==> src/rtl/nios2_oci_trace_pkg.sv <==
// Shared types and width helpers for the OCI DCT capture buffer.
// Entry width grows by TS_WIDTH when TRACE_TIMESTAMP_EN is defined.
package nios2_oci_trace_pkg;

  typedef enum logic [1:0] {
    IDLE    = 2'd0,
    CAPTURE = 2'd1,
    DRAIN   = 2'd2,
    DONE    = 2'd3
  } state_e;

`ifdef TRACE_TIMESTAMP_EN
  localparam bit TS_EN = 1'b1;
`else
  localparam bit TS_EN = 1'b0;
`endif

  function automatic int entry_w(input int cnt_w, input int dct_w, input int ts_w);
    return cnt_w + dct_w + (TS_EN ? ts_w : 0);
  endfunction

  function automatic int ptr_w(input int depth);
    return $clog2(depth);
  endfunction

  function automatic int lvl_w(input int depth);
    return $clog2(depth + 1);
  endfunction

endpackage

==> src/rtl/nios2_oci_trace_ram.sv <==
// DEPTH x ENTRY_W register array: synchronous write, asynchronous read.
// Contents are deliberately not reset.
module nios2_oci_trace_ram
  import nios2_oci_trace_pkg::*;
#(
  parameter int DEPTH   = 16,
  parameter int ENTRY_W = 34
) (
  input  logic                      clk,
  input  logic                      we_i,
  input  logic [ptr_w(DEPTH)-1:0]   waddr_i,
  input  logic [ENTRY_W-1:0]        wdata_i,
  input  logic [ptr_w(DEPTH)-1:0]   raddr_i,
  output logic [ENTRY_W-1:0]        rdata_o
);

  logic [ENTRY_W-1:0] mem_q [DEPTH];

  always_ff @(posedge clk) begin
    if (we_i) mem_q[waddr_i] <= wdata_i;
  end

  assign rdata_o = mem_q[raddr_i];

endmodule

==> src/rtl/nios2_oci_dct_capture.sv <==
// Captures OCI DCT words between arm and test_ending, then drains them oldest-first.
// Optional per-entry timestamps are enabled with the TRACE_TIMESTAMP_EN macro.
module nios2_oci_dct_capture
  import nios2_oci_trace_pkg::*;
#(
  parameter int DCT_WIDTH = 30,
  parameter int CNT_WIDTH = 4,
  parameter int DEPTH     = 16,
  parameter int WRAP_MODE = 1,
  parameter int TS_WIDTH  = 16
) (
  input  logic                                             clk,
  input  logic                                             reset_n,
  input  logic                                             arm,
  input  logic                                             dct_valid,
  input  logic [DCT_WIDTH-1:0]                             dct_buffer,
  input  logic [CNT_WIDTH-1:0]                             dct_count,
  input  logic                                             test_ending,
  output logic [entry_w(CNT_WIDTH, DCT_WIDTH, TS_WIDTH)-1:0] rd_data,
  output logic                                             rd_valid,
  input  logic                                             rd_ready,
  output logic [$clog2(DEPTH+1)-1:0]                       level,
  output logic                                             overflow,
  output logic                                             test_has_ended,
  output logic [1:0]                                       state
);

  localparam int ENTRY_W = entry_w(CNT_WIDTH, DCT_WIDTH, TS_WIDTH);
  localparam int PTR_W   = ptr_w(DEPTH);
  localparam int LVL_W   = lvl_w(DEPTH);
  localparam logic [LVL_W-1:0] FULL_LVL = LVL_W'(DEPTH);

  state_e             state_q, state_d;
  logic [PTR_W-1:0]   wr_ptr_q, wr_ptr_d, rd_ptr_q, rd_ptr_d;
  logic [LVL_W-1:0]   level_q, level_d;
  logic               ovf_q, ovf_d, ended_q, ended_d;
  logic               wr_req, full, we;
  logic [ENTRY_W-1:0] wdata;

  assign wr_req = dct_valid && (dct_count != '0);
  assign full   = (level_q == FULL_LVL);

`ifdef TRACE_TIMESTAMP_EN
  logic [TS_WIDTH-1:0] ts_q, ts_d;
  logic                arm_acc;

  assign arm_acc = arm && ((state_q == IDLE) || (state_q == DONE));
  assign ts_d    = arm_acc ? '0 : ts_q + TS_WIDTH'(1);
  assign wdata   = {ts_q, dct_count, dct_buffer};

  always_ff @(posedge clk or negedge reset_n) begin
    if (!reset_n) ts_q <= '0;
    else          ts_q <= ts_d;
  end
`else
  assign wdata = {dct_count, dct_buffer};
`endif

  always_comb begin
    state_d  = state_q;
    wr_ptr_d = wr_ptr_q;
    rd_ptr_d = rd_ptr_q;
    level_d  = level_q;
    ovf_d    = ovf_q;
    ended_d  = ended_q;
    we       = 1'b0;
    case (state_q)
      IDLE: begin
        if (arm) begin
          state_d  = CAPTURE;
          wr_ptr_d = '0;
          rd_ptr_d = '0;
          level_d  = '0;
          ovf_d    = 1'b0;
          ended_d  = 1'b0;
        end else if (test_ending) begin
          state_d  = DONE;
          wr_ptr_d = '0;
          rd_ptr_d = '0;
          level_d  = '0;
          ended_d  = 1'b1;
        end
      end
      CAPTURE: begin
        // When full, wrap mode evicts the oldest entry by moving both pointers.
        if (wr_req) begin
          if (!full) begin
            we       = 1'b1;
            wr_ptr_d = wr_ptr_q + PTR_W'(1);
            level_d  = level_q + LVL_W'(1);
          end else begin
            ovf_d = 1'b1;
            if (WRAP_MODE != 0) begin
              we       = 1'b1;
              wr_ptr_d = wr_ptr_q + PTR_W'(1);
              rd_ptr_d = rd_ptr_q + PTR_W'(1);
            end
          end
        end
        if (test_ending) state_d = DRAIN;
      end
      DRAIN: begin
        if (level_q == '0) begin
          state_d = DONE;
          ended_d = 1'b1;
        end else if (rd_ready) begin
          rd_ptr_d = rd_ptr_q + PTR_W'(1);
          level_d  = level_q - LVL_W'(1);
        end
      end
      DONE: begin
        if (arm) begin
          state_d  = CAPTURE;
          wr_ptr_d = '0;
          rd_ptr_d = '0;
          level_d  = '0;
          ovf_d    = 1'b0;
          ended_d  = 1'b0;
        end
      end
      default: state_d = IDLE;
    endcase
  end

  always_ff @(posedge clk or negedge reset_n) begin
    if (!reset_n) begin
      state_q  <= IDLE;
      wr_ptr_q <= '0;
      rd_ptr_q <= '0;
      level_q  <= '0;
      ovf_q    <= 1'b0;
      ended_q  <= 1'b0;
    end else begin
      state_q  <= state_d;
      wr_ptr_q <= wr_ptr_d;
      rd_ptr_q <= rd_ptr_d;
      level_q  <= level_d;
      ovf_q    <= ovf_d;
      ended_q  <= ended_d;
    end
  end

  nios2_oci_trace_ram #(
    .DEPTH   (DEPTH),
    .ENTRY_W (ENTRY_W)
  ) u_ram (
    .clk     (clk),
    .we_i    (we),
    .waddr_i (wr_ptr_q),
    .wdata_i (wdata),
    .raddr_i (rd_ptr_q),
    .rdata_o (rd_data)
  );

  assign rd_valid       = (state_q == DRAIN) && (level_q != '0);
  assign level          = level_q;
  assign overflow       = ovf_q;
  assign test_has_ended = ended_q;
  assign state          = state_q;

endmodule

==> config.mk <==
export PLATFORM = sky130hd
export DESIGN_NAME = nios2_oci_dct_capture
export DESIGN_NICKNAME = d
export VERILOG_FILES = /design/src/rtl/nios2_oci_trace_pkg.sv /design/src/rtl/nios2_oci_trace_ram.sv /design/src/rtl/nios2_oci_dct_capture.sv
export SDC_FILE = /design/constraint.sdc
export NUM_CORES = 1
export LEC_CHECK = 0
export ABC_CLOCK_PERIOD_IN_PS = 6500
export CAP_MARGIN = 0
export CORE_ASPECT_RATIO = 1.4
export CORE_MARGIN = 4
export CORE_UTILIZATION = 65
export DETAILED_ROUTE_END_ITERATION = 6
export GPL_ROUTABILITY_DRIVEN = 0
export PLACE_DENSITY = 0.94
export SKIP_CTS_REPAIR_TIMING = 1
export SYNTH_ARGS = -nofsm -noshare
export SYNTH_HDL_FRONTEND = slang
export SYNTH_SLANG_ARGS = --single-unit
==> constraint.sdc <==
create_clock -name clk -period 6.5 [get_ports clk]
set_clock_uncertainty 0.2 [all_clocks]
set_input_delay 1.3 -clock clk [delete_from_list [all_inputs] [get_ports clk]]
set_output_delay 1.3 -clock clk [all_outputs]
set_load 0.02 [all_outputs]
==> results.md, run 1 <==
- Vias in the first global route: 13.0k
- Tcrit/Tclk final: 0.871
- CP Cell Sequence: nand2_1 -> buf_4 -> o21ai_0 -> a21oi_1 -> a22oi_1 -> nand2_1 -> clkdlybuf4s50_1
- WL per Instance: 32.3 µm
- # DRC: 0
- Static leakage: 0.00805 µW
- Sequential cell area fraction in the yosys report: 0.760
- Critical path endpoint: rd_data[22]
- # rows: 79
- RSZ-0062 raised after global routing: no
- Mapped Nets: 1,227
- Final setup viols: 0
- Core area: 33,400 µm²
- Unique cell type count in the Yosys netlist: 44
- Synth Register Bits: 561
- Die X: 164 µm
- Top-count cell post-synth: edfxtp_1
- Clock Tree Buf Depth: 3
- Switch share: 0.310
- Antenna Violating Nets Remaining: 0
- Die footprint: 37,000 µm²
- Reg2Reg Depth: 7
- Routed WL: 56,800 µm
- Num ports: 84
- Reg-to-Reg End: u_ram.mem_q[6][21]
- Grt ovf: 0
- Pre-antenna DRT Iters: 5
- Cell accounting for the most synthesized area: edfxtp_1
- Setup ws final: 0.836 ns
- CP required: 5.00 ns
- Ys async rst share: 0.0303
- PwrDens: 396 nW/µm²
- Vias per cell: 7.23
- Sinks on Clock Net: 561
- Peak Freq: 0.177 GHz
- WP data arrival: 4.16 ns
- P_sw: 3080 µW
- CTS H-tree lvls: 2
- HPWL after DPL: 27,000 µm
- Gate Count Post-Synth: 1,174
- Final min period: 5.66 ns
- Worst-path clk slew: 0.07 ns
- CTS tree: built
- Slew margin rel.: 0.181
- Final hold violations: 0
- Die Ht: 226 µm
- Root buffer cell: clkbuf_16
- Max stage delay on crit path: 0.93 ns
- Num CTS Buffers: 48
- Worst Hold Class: register to register
- CP Max Fanout: 20
- Sequential Power Share: 0.432
- Startpoint types: register
- Commonest cells in the netlist: 544 x edfxtp_1, 103 x mux2i_1, 76 x o21ai_0
- Internal power: 6860 µW
- Transition time of the tightest slew-check pin: 1.23 ns
- Max-cap viol count: 0
- Setup TNS: 0 ns
- Critical path origin: rd_ptr_q[2]
- Worst VDD drop: 320 µV
- CP dominant cell by count: nand2_1
- R2r setup slk: 2.97 ns
- Overall routing resource usage: 0.305
- DRT iter0 DRCs: 1,914
- Status: complete, no violations
- Post-synthesis cell area: 22,100 µm²
- Initial Utilization: 0.660
- Comb pwr share: 0.282
- Post-synth EDFFs: 544
- Initial antenna violation count: 2
- Synth top area cells: edfxtp_1 74%, mux4_2 6.9%, mux2i_1 4.7%, dfrtp_1 1.9%, mux2_2 1.7%
- Largest net degree at the start of global routing: 85
- Fraction of layout cells with a size suffix above 1: 0.174
- Pre-CTS setup slack: 1.68 ns
- First-pass GRT wire length: 81,900 µm
- Synth Area per Inst: 18.8 µm²
- Yosys warns: 0
- Share of the synthesized area in the top cell type: 0.741
- Port bufs: 83
- Worst-Skew Late Latency: 0.58 ns
- Top_reg_cell synth: edfxtp_1
- Worst Setup Path Type: register to output pin
- Clock share of power: 0.287
- Slew Limit Fails: 0
- Nets@finish: 1,324
- Fillcell total: 1,690
- Via count: 12.7k
- Crit end category: output pin
- Crit-path slowest cell: dfrtp_1
- Area Overhead vs Synth: 13.7%
- Reg2reg start: state[1]
## placed cells by master, fill, tap and decap left out, types with 15 or more instances in the layout
master | synthesis | layout
a221oi_1 | 34 | 34
clkdlybuf4s50_1 | 0 | 83
mux2_2 | 34 | 34
o21ai_0 | 76 | 76
edfxtp_1 | 544 | 544
a21oi_1 | 38 | 38
buf_4 | 0 | 25
clkbuf_16 | 0 | 49
clkbuf_1 | 39 | 15
nand2_1 | 62 | 62
a22oi_1 | 35 | 35
mux2i_1 | 103 | 103
mux4_2 | 68 | 68
## registers in the layout, summed over array words and instances, names as in the netlist
name            cells
u_ram.mem_q       544
level               5
rd_ptr_q            4
wr_ptr_q            4
state               2
overflow            1
test_has_ended      1
## metrics by stage
stage	area, µm²	cells	power, µW	util	hold slack, ns
final	25100	1757	9940	0.751	0.305
after global routing	25100	1757	10200	0.751	0.338
after CTS	25100	1756	9890	0.751	0.308
after detailed placement	23500	1666	7040	0.705	0.289
after global placement	23500	1666	6920	0.705	0.282
after floorplan	22100	1174	6070	-	0.300
## cell families after synthesis
group / Yosys count / share of synthesized area
multiplexers: 206 / 0.134
AND/OR/NAND/NOR: 110 / 0.0223
buffers and inverters: 74 / 0.0140
flip-flops: 561 / 0.760
XOR/XNOR: 3 / 0.00119
AO/OA/AOI/OAI: 207 / 0.0611
adder cells (fa/ha/maj): 13 / 0.00738
## power by group through the flow
stage                     clock network, µW  registers (µW)  logic [µW]
after floorplan                           0            4230        1840
after global placement                    0            4340        2580
after detailed placement                  0            4350        2690
after CTS                              2830            4280        2770
after global routing                   3000            4300        2940
final                                  2850            4290        2800
## worst max-delay path: cells and delay by family (launching register included)
kind            cells  cell delay (ns)
flops               1             0.93
buf+inv             2             1.05
simple gates        2             0.88
compound gates      3             0.69
## layer usage
| metal | routed length (µm) | global-route usage | share of wire | vias to the layer above |
|---|---|---|---|---|
| met3 | 6280 | 0.0540 | 0.11 | 197 |
| met2 | 29300 | 0.516 | 0.52 | 1212 |
| met1 | 18600 | 0.395 | 0.33 | 6326 |
| met4 | 2610 | 0.133 | 0.046 | 2 |
| li1 | - | - | - | 4972 |
| met5 | 16 | 0 | 0.00028 | - |
## how the worst min path moves through the flow
stage | startpoint | end | slack [ns] | cells after the start
6_report | test_has_ended | test_has_ended | 0.30 | 1
3_3_place_gp | test_has_ended | test_has_ended | 0.28 | 1
2_1_floorplan | wr_ptr_q[1] | wr_ptr_q[1] | 0.30 | 2
5_1_grt | test_has_ended | test_has_ended | 0.34 | 1
3_5_place_dp | test_has_ended | test_has_ended | 0.29 | 1
4_1_cts | test_has_ended | test_has_ended | 0.31 | 1
## layout make-up
cell class                 count  area [µm²]  share of cell area
clock inverter                22         191             0.00763
timing repair buffer         111        1080              0.0430
multi-input combinational    539        5100               0.203
antenna                        1        2.50           0.0000998
inverter                      10        37.5             0.00150
tap                          445         557              0.0222
clock buffer                  68        1340              0.0533
sequential                   561       16800               0.669
No activity file was read; power rests on OpenSTA's default activity.
==> inputs of run 2 (changes only) <==
--- a/config.mk
+++ b/config.mk
@@ -5,14 +5,14 @@
 export SDC_FILE = /design/constraint.sdc
 export NUM_CORES = 1
 export LEC_CHECK = 0
-export ABC_CLOCK_PERIOD_IN_PS = 6500
+export ABC_CLOCK_PERIOD_IN_PS = 6200
 export CAP_MARGIN = 0
 export CORE_ASPECT_RATIO = 1.4
-export CORE_MARGIN = 4
-export CORE_UTILIZATION = 65
+export CORE_MARGIN = 1.5
+export CORE_UTILIZATION = 58
 export DETAILED_ROUTE_END_ITERATION = 6
 export GPL_ROUTABILITY_DRIVEN = 0
-export PLACE_DENSITY = 0.94
+export PLACE_DENSITY = 0.86
 export SKIP_CTS_REPAIR_TIMING = 1
 export SYNTH_ARGS = -nofsm -noshare
 export SYNTH_HDL_FRONTEND = slang
==> constraint.sdc (replaced) <==
create_clock -name clk -period 6.2 [get_ports clk]
set_clock_uncertainty 0.2 [all_clocks]
set_input_delay 1.24 -clock clk [delete_from_list [all_inputs] [get_ports clk]]
set_output_delay 1.24 -clock clk [all_outputs]
set_load 0.02 [all_outputs]
==> run 2 against run 1 <==
Effect of this change: core utilization shrank 8.3 points; combinational power up 1%; hold slack got worse by 0.0058 ns; sequential power rose by 4.9%; routed wire length decreased by 14%; sequential share of layout area grew 0.074 points; non-clock buffer count grew 2; first-iteration DRC count decreased by 25%; highest routed layer unchanged; count of clock-buffer cells in the layout down 9; final cell count rose by 1.5%.
==> results.md, run 2 (synthesis results as in run 1) <==
- WP data arrival: 3.78 ns (-0.38 ns)
- HPWL after DPL: 25,100 µm (-7.0%)
- Startpoint types: register
- DRT iter0 DRCs: 1,429 (-25%)
- Root buffer cell: clkbuf_16
- Sequential Power Share: 0.443 (+0.011)
- Die X: 168 µm (+2.5%)
- Setup TNS: 0 ns (unchanged)
- Peak Freq: 0.191 GHz
- Overall routing resource usage: 0.253 (-0.0520)
- CTS tree: built
- Largest net degree at the start of global routing: 48 (-44%)
- Worst Hold Class: register to register
- Grt ovf: 0 (unchanged)
- Initial Utilization: 0.588 (-0.0723)
- Area of all placed cells without fillers: 25,000 µm² (-0.12%)
- Final hold violations: 0 (unchanged)
- Clock Tree Buf Depth: 3 (unchanged)
- Nets@finish: 1,326 (+0.15%)
- Static leakage: 0.00802 µW (-0.39%)
- Slew margin rel.: 0.240 (+0.0591)
- Worst-path clk slew: 0.07 ns (about the same)
- Worst Setup Path Type: register to output pin
- Reg2Reg Depth: 7 (unchanged)
- Antenna Violating Nets Remaining: 0 (unchanged)
- Slew Limit Fails: 0 (unchanged)
- Core area: 37,500 µm² (+12%)
- Worst-Skew Late Latency: 0.57 ns (about the same)
- Sinks on Clock Net: 561 (unchanged)
- Comb pwr share: 0.280 (-0.002)
- CTS H-tree lvls: 2 (unchanged)
- Crit end category: output pin
- Die footprint: 39,200 µm² (+6.0%)
- Max reg flops: 544 (unchanged)
- P_sw: 3040 µW (-1.3%)
- # rows: 84 (+6.3%)
- Critical path origin: rd_ptr_q[1]
- # DRC: 0 (unchanged)
- Final min period: 5.22 ns
- Status: complete, no violations
- Worst VDD drop: 404 µV (+26%)
- Most common cell after layout, fill and taps aside: edfxtp_1
- Post-Place Cell Area: 23,600 µm² (+0.26%)
- Transition time of the tightest slew-check pin: 1.14 ns (-0.0858 ns)
- Tcrit/Tclk final: 0.842
- RSZ-0062 raised after global routing: no
- Vias per cell: 6.68 (-7.7%)
- CP required: 4.76 ns (-0.24 ns)
- Final setup viols: 0 (unchanged)
- Max-cap viol count: 0 (unchanged)
- Routed WL: 49,100 µm (-14%)
- Initial antenna violation count: 2 (unchanged)
- First-pass GRT wire length: 72,800 µm (-11%)
- Num CTS Buffers: 48 (unchanged)
- Internal power: 7100 µW (+3.4%)
- Hold path cells: 1 (unchanged)
- Most frequent cells in the layout: 544 x edfxtp_1, 103 x mux2i_1, 83 x clkdlybuf4s50_1
- Port bufs: 83 (unchanged)
- Num ports: 84 (unchanged)
- WL per Instance: 27.5 µm (-15%)
- Fraction of layout cells with a size suffix above 1: 0.169 (-0.00495)
- CP Max Fanout: 44 (+120%)
- Switch share: 0.300 (-0.00998)
- Area Overhead vs Synth: 13.6%
- PwrDens: 405 nW/µm² (+2.1%)
- Top reg by flops: u_ram.mem_q
- Hold Startpoint: test_has_ended
- Vias in the first global route: 12.3k (-5.9%)
- Reg2reg start: state[1]
- Clock share of power: 0.277 (-0.010)
- Pre-antenna DRT Iters: 6 (+1)
- Via count: 11.9k (-6.3%)
- Die Ht: 234 µm (+3.4%)
run 2: final timing paths:
check / end / slack [ns]
worst max-delay path: rd_data[4] / 0.98
worst min-delay path: test_has_ended / 0.30
worst max register to register: u_ram.mem_q[5][19] / 2.90
worst min register to register: test_has_ended / 0.30
max in group asynchronous: rd_ptr_q[1] / 4.07
min in group asynchronous: rd_ptr_q[0] / 1.01
run 2: final cells by class:
cell class              count  area, µm²
flip-flops and latches    561      16800
repair buffers            113       1110
fillers                  2192      12500
clock buffers              59       1260
clock inverters            26        171
inverters                  10       37.5
well taps                 473        592
multi-input cells         539       5100
diodes                      2       5.00
run 2: layer usage:
layer / GRT usage / routed length (µm) / vias up
met2: 0.436 / 25300 / 790
met5: 0 / 9 / -
met1: 0.321 / 17500 / 6002
met3: 0.0439 / 4550 / 143
li1: - / - / 4968
met4: 0.106 / 1740 / 2
run 2: per-stage QoR:
stage,hold slack (ns),power [µW],instances,setup WS (ns),utilization
final,0.299,10100,1783,0.977,0.668
after CTS,0.305,10200,1781,0.945,0.667
after global routing,0.329,10500,1782,0.859,0.668
after floorplan,0.300,6360,1174,1.51,-
after global placement,0.284,7290,1696,1.72,0.629
after detailed placement,0.285,7360,1696,1.56,0.629
run 2: power by group through the flow:
stage	logic (µW)	registers [µW]	clock network (µW)
after detailed placement	2790	4570	0
after global placement	2720	4560	0
after floorplan	1920	4440	0
final	2840	4500	2810
after CTS	2840	4500	2820
after global routing	3020	4510	2960
run 2: critical path, cell delays in order, from the launching register on:
cell	delay [ns]
dfrtp_4	0.90
nand2_1	0.58
buf_4	0.43
o21ai_0	0.27
a21oi_1	0.10
o21ai_0	0.21
nand2_1	0.12
clkdlybuf4s50_1	0.58
